--- src/rtl/error_response_queue.sv ---
// Error-response generator: latches per-source error events, picks the
// highest-priority one each cycle and queues ERROR headers for the transmitter.
module error_response_queue #(
  parameter int                        NUM_ERRORS       = 6,
  parameter int                        HDR_VAR_W        = 8,
  parameter int                        HDR_BYTES        = 4,
  parameter int                        FIFO_DEPTH       = 4,
  parameter logic [HDR_VAR_W-1:0]      PROTOCOL_VERSION = 8'h01,
  parameter logic [HDR_VAR_W-1:0]      ERROR_RESP_CMD   = 8'h7F,
  parameter logic [NUM_ERRORS*16-1:0]  ERR_CODE_MAP     = {16'h0100, 16'h0100, 16'h0100,
                                                           16'h0300, 16'h0201, 16'h0400}
) (
  input  logic                            clk,
  input  logic                            rst_n,
  input  logic                            Enable,
  input  logic [NUM_ERRORS-1:0]           error_in,
  output logic [HDR_VAR_W*HDR_BYTES-1:0]  header,
  output logic                            msg_valid,
  input  logic                            msg_ack,
  output logic [NUM_ERRORS-1:0]           pending,
  output logic [7:0]                      drop_count
);

  localparam int HDR_W = HDR_VAR_W * HDR_BYTES;
  localparam int IDX_W = (NUM_ERRORS > 1) ? $clog2(NUM_ERRORS) : 1;
  localparam int PTR_W = (FIFO_DEPTH > 1) ? $clog2(FIFO_DEPTH) : 1;
  localparam int CNT_W = $clog2(FIFO_DEPTH + 1);
  localparam logic [CNT_W-1:0] DEPTH_C = CNT_W'(FIFO_DEPTH);

  logic [NUM_ERRORS-1:0] pending_q, pending_d;
  logic [IDX_W-1:0]      mem_q [FIFO_DEPTH];
  logic [PTR_W-1:0]      wr_ptr_q, wr_ptr_d, rd_ptr_q, rd_ptr_d;
  logic [CNT_W-1:0]      count_q, count_d;
  logic [7:0]            drop_q, drop_d;

  logic                  any_pend, pop, push, room;
  logic [IDX_W-1:0]      sel_idx, head_idx;
  logic [NUM_ERRORS-1:0] clr, coal;
  logic [8:0]            ndrop;
  logic [15:0]           code;

  function automatic logic [7:0] sat_add8(input logic [7:0] a, input logic [8:0] b);
    logic [9:0] s;
    s = {2'b00, a} + {1'b0, b};
    return (s > 10'd255) ? 8'hFF : s[7:0];
  endfunction

  // Fixed priority: lowest set index wins.
  always_comb begin
    sel_idx  = '0;
    any_pend = 1'b0;
    for (int i = NUM_ERRORS - 1; i >= 0; i--) begin
      if (pending_q[i]) begin
        sel_idx  = IDX_W'(i);
        any_pend = 1'b1;
      end
    end
  end

  assign pop  = Enable && (count_q != '0) && msg_ack;
  assign room = (count_q < DEPTH_C) || pop;
  assign push = Enable && any_pend && room;
  assign clr  = push ? (NUM_ERRORS'(1) << sel_idx) : '0;

  // A repeat of an already latched, not-being-cleared event is merged and counted.
  always_comb begin
    coal  = error_in & pending_q & ~clr;
    ndrop = '0;
    for (int i = 0; i < NUM_ERRORS; i++) begin
      ndrop = ndrop + 9'(coal[i]);
    end
  end

  always_comb begin
    pending_d = '0;
    wr_ptr_d  = '0;
    rd_ptr_d  = '0;
    count_d   = '0;
    drop_d    = drop_q;
    if (Enable) begin
      pending_d = (pending_q & ~clr) | error_in;
      wr_ptr_d  = push ? wr_ptr_q + PTR_W'(1) : wr_ptr_q;
      rd_ptr_d  = pop  ? rd_ptr_q + PTR_W'(1) : rd_ptr_q;
      count_d   = count_q + CNT_W'(push) - CNT_W'(pop);
      drop_d    = sat_add8(drop_q, ndrop);
    end
  end

  always_ff @(posedge clk or negedge rst_n) begin
    if (!rst_n) begin
      pending_q <= '0;
      wr_ptr_q  <= '0;
      rd_ptr_q  <= '0;
      count_q   <= '0;
      drop_q    <= '0;
    end else begin
      pending_q <= pending_d;
      wr_ptr_q  <= wr_ptr_d;
      rd_ptr_q  <= rd_ptr_d;
      count_q   <= count_d;
      drop_q    <= drop_d;
    end
  end

  // Storage holds only source indices; validity is tracked by count_q.
  always_ff @(posedge clk) begin
    if (push) begin
      mem_q[wr_ptr_q] <= sel_idx;
    end
  end

  assign head_idx   = mem_q[rd_ptr_q];
  assign code       = ERR_CODE_MAP[int'(head_idx) * 16 +: 16];
  assign msg_valid  = (count_q != '0);
  assign header     = msg_valid ? HDR_W'({PROTOCOL_VERSION, ERROR_RESP_CMD, code}) : '0;
  assign pending    = pending_q;
  assign drop_count = drop_q;

endmodule

--- config.mk ---
export PLATFORM = sky130hd
export DESIGN_NAME = error_response_queue
export DESIGN_NICKNAME = d
export VERILOG_FILES = /design/src/rtl/error_response_queue.sv
export SDC_FILE = /design/constraint.sdc
export NUM_CORES = 1
export LEC_CHECK = 0
export ABC_CLOCK_PERIOD_IN_PS = 4200
export CORE_ASPECT_RATIO = 1.2
export CORE_MARGIN = 2
export CORE_UTILIZATION = 40
export CTS_CLUSTER_DIAMETER = 60
export CTS_CLUSTER_SIZE = 14
export DETAILED_ROUTE_END_ITERATION = 10
export PLACE_DENSITY = 0.68
export SETUP_SLACK_MARGIN = 0.5
export SYNTH_ARGS = -nofsm -noshare
export SYNTH_HDL_FRONTEND = slang
export SYNTH_SLANG_ARGS = --single-unit
--- constraint.sdc ---
create_clock -name clk -period 4.2 [get_ports clk]
set_clock_uncertainty 0.05 [all_clocks]
set_input_delay 0.84 -clock clk [delete_from_list [all_inputs] [get_ports clk]]
set_output_delay 0.84 -clock clk [all_outputs]
set_load 0.03 [all_outputs]
Word-level counts from Yosys, hierarchy flattened
Memories as Yosys holds them, arrays and structs flattened.
Cells that the tools add are included.

word-level totals
  bits in registers = 21
  memory bits (writable) = 12
  output and inout bits = 47
  memories = 1

memory list
  name   words  bits a word  read ports  clocked after Yosys merged registers in  write ports  line  text
  mem_q  4      3            1           0                                        1            31    logic [IDX_W-1:0] mem_q [FIFO_DEPTH];

cells by class
  add/subtract/negate cells = 10
  $lt $le $gt $ge = 2
  eq/ne operators = 2
  shift operators = 2
  muxes and demuxes = 23
  bitwise logic cells = 5
  reduce and logical (&&, ||, !) cells = 6

operators by type and width
  operator                    number
  $shiftx A96 B8 Y16 const A  1
  $mux W25                    1
  $mux W3                     7
  $and A6 B6 Y6               3
  $mux W6                     2
  $add A8 B6 Y9               1
  $gt A9 B8 Y1 const B        1
  $mux W1                     8
  $mux W2                     4
  $mux W8                     1
  $add A5 B1 Y6               1
  $not A6 Y6                  1
  $or A6 B6 Y6                1
  $shl A1 B3 Y6 const A       1
  $add A4 B1 Y5               1
  $add A2 B1 Y2 const B       2
  $add A3 B1 Y4               1
  $logic_and A1 B1 Y1         4
  $ne A2 B1 Y1 const B        2
  $add A2 B1 Y3               1
  $add A3 B1 Y3               1
  $lt A3 B3 Y1 const B        1
  $reduce_bool A3 Y1          1
  $sub A3 B1 Y3               1
  other kinds (2)             2

Longest topological paths before layout
  word-level depth = 19
  gate-level depth with buffers = 13
  gate-level depth less buffers = 13

Least setup slack after synthesis
Ideal clock, no wire load.

  path kind = input port to flip-flop
  from = input port Enable
  to = register drop_q[6] (netlist: drop_count[6])
  setup time = 0.125 ns
  arrival time = 3.864 ns
  data required time = 4.025 ns
  path slack = 0.161 ns
  stages = 13
  path buffers = 1
  cells stage by stage = buf_2 > nand2b_4 > o31a_2 > and2_1 > fa_1 > fa_1 > fa_1 > inv_1 > fa_1 > nor2b_1 > o21ai_1 > nor2_1 > mux2_2

between the ends
  longest elaborated chain between the ends = 15

RTL lines
  what                              line  text
  start, declared                   15    input logic Enable,
  $logic_and A1 B1 Y1 (2 in a row)  60    assign pop = Enable && (count_q != '0) && msg_ack;
  $logic_or A1 B1 Y1                61    assign room = (count_q < DEPTH_C) || pop;
  $logic_and A1 B1 Y1               62    assign push = Enable && any_pend && room;
  $mux W6                           63    assign clr = push ? (NUM_ERRORS'(1) << sel_idx) : '0;
  $not A6 Y6                        67    coal = error_in & pending_q & ~clr;
  $and A6 B6 Y6                     67
  $add A1 B1 Y2                     70    ndrop = ndrop + 9'(coal[i]);
  $add A2 B1 Y3                     70
  $add A3 B1 Y4                     70
  $add A4 B1 Y5                     70
  $add A5 B1 Y6                     70
  $add A8 B6 Y9                     44    s = {2'b00, a} + {1'b0, b};
  $gt A9 B8 Y1                      45    return (s > 10'd255) ? 8'hFF : s[7:0];
  $mux W8                           45
  end signal, assigned              101   drop_q <= drop_d;
  end, declared                     34    logic [7:0] drop_q, drop_d;

Parallel ways exist; a longest one is shown, timed or not.
A chain may end at the register's enable or synchronous reset.

Final worst setup path
  from = input port msg_ack
  to = register drop_q[4] (netlist: drop_count[4])

between the ends
  longest elaborated chain between the ends = 14

RTL lines
  what                     line  text
  start, declared          19    input logic msg_ack,
  $logic_and A1 B1 Y1 (*)  60
  $logic_or A1 B1 Y1 (*)   61
  $logic_and A1 B1 Y1 (*)  62
  $mux W6 (*)              63
  $not A6 Y6 (*)           67
  $and A6 B6 Y6 (*)        67
  $add A1 B1 Y2            70
  $add A2 B1 Y3            70
  $add A3 B1 Y4            70
  $add A4 B1 Y5            70
  $add A5 B1 Y6 (*)        70
  $add A8 B6 Y9 (*)        44
  $gt A9 B8 Y1             45
  $mux W8 (*)              45

Every way passes the cells marked *; elsewhere a longest branch is shown, timed or not.

==> summary.txt <==
Run status
  – Status: finished, final reports clean

Clock tree
  – CTS tree: done
  – CTS Hold Buffers Added: 0
  – CTS Buf Count: 5
  – Worst-path clk slew: 70 ps
  – CTS sink cnt: 33
  – Worst-Skew Late Latency: 280 ps
  – Root Driver: clkbuf_8
  – H-tree Lvls: 2
  – Clk buf depth: 2

Logic synthesis
  – Largest family of logic cells by synthesized area: buffers and inverters
  – Mapped Cells: 200
  – Yosys warning total: 0
  – Post-synthesis async set-or-reset flop share: 63.64%
  – Synthesized area per cell: 10.80 um^2
  – Main flop type after synthesis: dfrtp_1
  – Sequential-to-total area share from yosys stat: 41.00%
  – Post-synthesis xor/xnor area fraction: 3.648%
  – Count leader, synth: buf_4
  – Unique masters post-synth: 44
  – Synth area leader: dfrtp_1
  – Number of synthesized flops with an enable pin: 12
  – Top cell type's share of synthesized area: 24.32%
  – Syn Std Cell Area: 2161 um^2
  – Synth Area in Compound Gates: 10.08%
  – Yosys reg bits: 33
  – Most frequent cells after synthesis: 28 x buf_4, 21 x dfrtp_1, 19 x nor2_1
  – Area share of and/or/nand/nor cells after synthesis: 13.61%
  – Mux share of post-synthesis cell area: 6.196%
  – Synth Area in Adders: 11.00%
  – Synth area leaders: dfrtp_1 24%, edfxtp_1 17%, buf_4 9.7%, ha_1 6.4%, fa_1 4.6%

Floorplan
  – Row Count: 29
  – IO Pins: 57
  – Chip Width: 71.10 um
  – DIE HEIGHT: 84.52 um
  – Core Footprint: 5261 um^2
  – Initial core utilization: 41.07%
  – Total Die Area: 6009 um^2

Timing
  – Fin worst setup slack: 484.9 ps
  – Fin crit share: 88.46%
  – FMAX: 269.2 MHz
  – Final Max Tran Viols: 0
  – RSZ-0062 raised after global routing: yes
  – Final hold slack: 475.2 ps
  – Final Hold Fails: 0
  – Setup TNS Final: 0 ps
  – Fin crit period: 3715 ps
  – Worst slew pin tran: 966.3 ps
  – Rel. slew slack: 35.38%
  – Setup violations, final: 0

Finish
  – ANT cells: 0
  – Post-layout util: 50.44%
  – Fin area: 2654 um^2
  – Layout cell share with drive strength beyond 1: 17.23%
  – P&R area growth vs syn: 22.81%
  – Nets: 263

Route
  – DRT Pass-1 Iters: 4
  – Routed WL: 3776 um
  – DRC Markers: 0
  – Avg WL per Cell: 12.59 um
  – Remaining antenna violation count after routing: 0
  – Vias/cell: 4.737
  – DR iter-0 viols: 26
  – Via count: 1421

Worst setup path
  – CP Capture Type: register
  – R2R Setup Slk: 610 ps
  – Max FO, Critical Path: 4
  – Arrival time worst endpoint: 3840 ps
  – Critical Path RT: 4330 ps
  – WS Path Type: input port to register
  – Startpoint Class: input port

Worst hold path
  – Tightest Hold Check Type: register to register

GRT
  – First-pass GRT wire length: 6437 um
  – Met1 Use GR: 16.55%
  – Largest net degree at the start of global routing: 22
  – Vias in the first global route: 1390
  – Total gr overflow: 0
  – M3 GR Usage: 3.721%
  – Antenna violations before repair: 0
  – GRT Util Overall: 13.64%
  – GRT busiest layer: met2
  – Met2 usage: 23.79%

Power
  – LEAKAGE: 1.125 nW
  – Maximum VDD drop: 0.3393 mV
  – PwrDens: 645.0 nW/um^2

Placement
  – Placed inst area: 2490 um^2
  – Post-Place Setup Slack: -391.2 ps
  – HPWL after DPL: 2948 um
  – Number of buffers added on ports: 36
  – Gp weighted congestion: 0.7764

Job
  – Max cap viols: 0
==> layout by cell type, fill, tap and decap left out, drive strengths merged, types with 2 or more instances in the layout <==
cell           netlist  layout
clkbuf               1       5
xnor2                6       6
and2                13      13
buf                 31       9
nand2b               4       4
nor2b                2       2
dfrtp               21      21
nor2                19      19
nand3                2       2
edfxtp              12      12
o21a                 5       5
conb                 1      20
inv                 18      18
mux4                 4       4
fa                   5       5
nand2                9       9
mux2                 3       3
o21ai                5       5
xor2                 3       3
nor3                 4       4
ha                  11      11
o31a                 2       2
clkdlybuf4s50        0      34
a21oi                5       5
==> final timing paths <==
path | startpoint | end | cells past startpoint
max reg2reg | count_q[2]$_DFF_PN0_ | drop_count[4]$_DFFE_PN0P_ | 13
min in group asynchronous | rst_n | drop_count[7]$_DFFE_PN0P_ | 1
min | wr_ptr_q[0]$_DFFE_PN0P_ | wr_ptr_q[0]$_DFFE_PN0P_ | 1
max | msg_ack | drop_count[4]$_DFFE_PN0P_ | 14
min reg2reg | wr_ptr_q[0]$_DFFE_PN0P_ | wr_ptr_q[0]$_DFFE_PN0P_ | 1
max in group asynchronous | rst_n | count_q[2]$_DFF_PN0_ | 1
==> sequential cells by signal, indices dropped and copies added (netlist names) <==
register / cells
mem_q: 12
drop_count: 8
pending: 6
count_q: 3
rd_ptr_q: 2
wr_ptr_q: 2
==> worst max-delay path, stage by stage <==
cell      delay, ps
buf_8            80
nor2b_4          30
nand2b_4        140
o31a_4          280
and2_4          140
fa_1            450
fa_1            550
fa_2            220
inv_2            40
fa_2            370
nor2b_2         160
o21ai_2         100
nor2_1          130
mux2_4          310
==> where the power goes <==
| group | switching [mW] | total, mW | leakage (nW) | internal (mW) |
|---|---|---|---|---|
| clock network | 0.122 | 0.299 | 0.0543 | 0.177 |
| logic | 0.511 | 0.918 | 0.699 | 0.407 |
| registers | 0.0828 | 0.494 | 0.371 | 0.412 |
==> area by class of cell <==
type | count | area (um^2)
Sequential cell | 33 | 885.9
Fill cell | 487 | 2608
Inverter | 18 | 67.56
Timing Repair Buffer | 43 | 420.4
Multi-Input combinational cell | 136 | 1087
Tap cell | 62 | 77.57
Clock inverter | 3 | 46.29
Clock buffer | 5 | 68.82
==> logic make-up after synthesis <==
logic type	count (synthesis)
AOI/OAI and AO/OA	26
xor gates and xnor gates	9
adders and majority gates	16
buffers and inverters	50
DFF	33
muxes	8
other	1
and+or+nand+nor	57
==> layer usage <==
metal / part of all wire [%] / up-vias
met2: 52 / 54
met5: 0 / -
met1: 41 / 674
met4: 0.21 / 0
li1: - / 691
met3: 6.5 / 2
==> stage by stage <==
stage	std cells	total power, mW
after floorplan	219	1.172
after global placement	291	1.388
after detailed placement	291	1.400
after CTS	300	1.730
after global routing	300	1.830
final	300	1.712
==> repair_timing <==
action | 4_1_cts | 5_1_grt
endpoints found under the setup margin | 8 | 6
pin swaps | 10 | 2
setup buffers | 1 | 0
gates resized for setup | 17 | 1
Note: power is estimated with default switching activity, not from simulation.
==> edit 1 (config.mk and constraints unchanged) <==
The parameter `HDR_VAR_W` goes from 8 to 10.
--- a/src/rtl/error_response_queue.sv
+++ b/src/rtl/error_response_queue.sv
@@ -2,7 +2,7 @@
 // highest-priority one each cycle and queues ERROR headers for the transmitter.
 module error_response_queue #(
   parameter int                        NUM_ERRORS       = 6,
-  parameter int                        HDR_VAR_W        = 8,
+  parameter int                        HDR_VAR_W        = 10,
   parameter int                        HDR_BYTES        = 4,
   parameter int                        FIFO_DEPTH       = 4,
   parameter logic [HDR_VAR_W-1:0]      PROTOCOL_VERSION = 8'h01,
Ports: changed (resized header); port bits go from 57 to 65. The function was not compared with the original's and may differ.
==> edit 1 against the original RTL <==
Design area grew 3.7%. Wire length increased by 0.95%. Sequential cell count stayed put. Worst setup slack got worse by 93 ps. Combinational power grew 3.3%. Area after synthesis grew 2.8%. Critical endpoint is now drop_count[5]. Total power up 4.5%. Synthesized cell count is 4.0% higher. Global-route usage decreased by 0.41 points.
==> edit 1: results <==
synth:
  ys_seq_area_share_pct: 39.9
  synth_commonest_cells: "buf_4, dfrtp_1, nor2_1, inv_1, and2_1"
  yosys-top-cells-area: "dfrtp_1, edfxtp_1, buf_4"
global_route:
  grt_pass1_wl_um: 6340
  use_met3_pct: 3.53
  grt_pass1_vias: 1394
  use_met2_pct: 23.3
layout:
  drive_gt1_share_pct: 19.4
detailed_routing:
  wl_met2_um: 1960
  dr.pass1.iters: 3
  first_iter_violations: 34
  wl_met1_um: 1580
  vias: 1466
  wl_met3_um: 223
  wirelength_um: 3810
worst_setup_path:
  critPathMaxFanout: 3
  crit_family: "adder cells"
  cp_slowest_cell: "fa_1"
  max_stage_delay_ps: 510
  cp.arrival_ps: 3930
power_and_ir_drop:
  ir_drop_v: 0.000380
  leakage_nw: 1.19
clocking:
  ctsResizeCount: 18
  cts_root_buffer: "clkbuf_8"
placement:
  detailed_place.area_sq_mm: 0.00253
  dpl.hpwl_um: 2910
  gp_congestion: 0.843
run_status:
  outcome: "complete, no violations"
sta:
  slew_headroom_pct: 36.3
[edit 1: cell types whose count changed after synthesis, sizes merged]
cell	before	now
buf	31	39
[edit 1: report_power, final]
group          switching, mW  leakage [nW]  internal [mW]  total (mW)
Sequential            0.0798         0.371          0.412       0.491
Combinational          0.523         0.754          0.425       0.948
Clock                  0.114        0.0681          0.236       0.350
[edit 1: kinds of logic (layout without fill, tap and decap cells)]
| kind of cell | after synthesis | in the layout | synth area share [%] |
|---|---|---|---|
| compound gates | 26 | 26 | 9.80 |
| xor+xnor | 9 | 9 | 3.55 |
| fa+ha+maj | 16 | 16 | 10.7 |
| buf+inv | 58 | 75 | 16.6 |
| flops | 33 | 33 | 39.9 |
| mux | 8 | 8 | 6.03 |
| other cells | 1 | 28 | 0.169 |
| simple gates | 57 | 57 | 13.2 |
[edit 1: stage by stage]
step	utilization, %	TNS [ps]	hold WS [ps]	setup slack [ps]	instances
3_5_place_dp	47.5	-2560	474	-412	301
2_1_floorplan	-	0	427	265	235
5_1_grt	51.6	0	521	316	314
3_3_place_gp	47.5	-2050	467	-341	301
6_report	51.6	0	489	391	314
4_1_cts	50.9	0	484	403	310
[edit 1: worst paths after layout]
check                             from            end  slack [ps]  cells past startpoint
setup / recovery               msg_ack  drop_count[5]         390                     14
hold / removal             wr_ptr_q[0]    wr_ptr_q[0]         490                      1
setup reg to reg            count_q[2]  drop_count[5]         520                     13
hold reg to reg            wr_ptr_q[0]    wr_ptr_q[0]         490                      1
max in group asynchronous        rst_n     count_q[2]        2480                      1
min in group asynchronous        rst_n  drop_count[5]        1040                      1
[edit 1: area by class of cell]
class                   instances  area (sq um)
multi-input cells             144          1120
repair buffers                 49           465
well taps                      62          77.6
clock buffers                   5          68.8
flip-flops and latches         33           886
clock inverters                 3          65.1
inverters                      18          67.6
fillers                       497          2580
==> edit 2 (config.mk and constraints unchanged) <==
Without the edit above. Take the reset off `pending_q` and load it in a clocked block of its own.
--- a/src/rtl/error_response_queue.sv
+++ b/src/rtl/error_response_queue.sv
@@ -88,18 +88,20 @@
 
   always_ff @(posedge clk or negedge rst_n) begin
     if (!rst_n) begin
-      pending_q <= '0;
       wr_ptr_q  <= '0;
       rd_ptr_q  <= '0;
       count_q   <= '0;
       drop_q    <= '0;
     end else begin
-      pending_q <= pending_d;
       wr_ptr_q  <= wr_ptr_d;
       rd_ptr_q  <= rd_ptr_d;
       count_q   <= count_d;
       drop_q    <= drop_d;
     end
+  end
+
+  always_ff @(posedge clk) begin
+    pending_q <= pending_d;
   end
 
   // Storage holds only source indices; validity is tracked by count_q.
Formal check against the unedited RTL: not equivalent (a bounded check fails within 4 cycles, from zero or initial values and one cycle with rst_n low).
==> edit 2 against the original RTL <==
Wire length rose by 2.6%. Sequential cell count did not move. Worst setup slack got worse by 59 ps. Count of clock-buffer cells in the layout rose by 1. Total power rose by 1.4%. Area after synthesis fell by 0.23%. Clock power fell by 4%. Design area rose by 1.4%. Non-clock buffer count rose by 6. First-iteration DRC count rose by 69%. Combinational power rose by 3.8%. Sequential share of layout area fell by 1.6 points. Hold slack got worse by 7.7 ps. Die area fell by 0.22%. Critical endpoint is now drop_count[1].
==> edit 2: results <==
synth:
  ys_seq_area_share_pct: 39.7
  synth.mux.area_fraction_pct: 6.73
  yosys-top-cells-area: "dfrtp_1, edfxtp_1, buf_4"
  yosys.area_share.xor_xnor_pct: 3.66
  syn_area_per_cell_sq_um: 10.7
  ys_types: 48
  synth_fa_ha_area_share_pct: 11.0
placement:
  dpl.hpwl_um: 2910
  place_inst: 294
layout:
  drive_gt1_share_pct: 20.0
  nets: 270
  final_cells: 307
  multi_input_area_share_pct: 41.7
  clkCellAreaFrac_pct: 3.95
  clkbuf_count: 6
  final.fill_count: 475
sta:
  slew_headroom_pct: 50.5
worst_setup_path:
  ff2ff_setup_slack_ps: 550
  cp.arrival_ps: 3950
power_and_ir_drop:
  leakage_nw: 1.14
detailed_routing:
  post_drt_wl_per_cell_um: 12.6
global_route:
  grt_usage_pct: 13.8
  antenna_found_initial: 1
  grt_pass1_wl_um: 6510
clocking:
  ctsResizeCount: 18
run_status:
  outcome: "complete, no violations"
## edit 2: power breakdown
group / internal (mW) / switching, mW / leakage [nW]
Clock: 0.175 / 0.113 / 0.0528
Combinational: 0.429 / 0.523 / 0.740
Sequential: 0.411 / 0.0828 / 0.346
Total: 1.02 / 0.719 / 1.14
## edit 2: cells by family after synthesis
| group | Yosys count |
|---|---|
| muxes | 8 |
| and+or+nand+nor | 57 |
| DFF | 33 |
| AOI/OAI and AO/OA | 27 |
| other | 1 |
| buffers and inverters | 50 |
| adders and majority gates | 16 |
| xor gates and xnor gates | 9 |
## edit 2: layer usage
metal / GRT usage [%] / routed length, um
met1: 16.4 / 1570
met2: 24.0 / 2010
met3: 3.00 / 229
met4: 5.66 / 56
met5: 0 / 0
## edit 2: critical path, cell delays in order
cell	delay, ps
buf_8	80
nor2b_4	30
nand2b_4	130
o31a_1	240
and2_4	160
fa_1	480
fa_1	580
fa_2	220
inv_2	40
fa_2	360
buf_6	130
nand2b_4	140
a211oi_4	260
buf_4	160
o22a_1	100
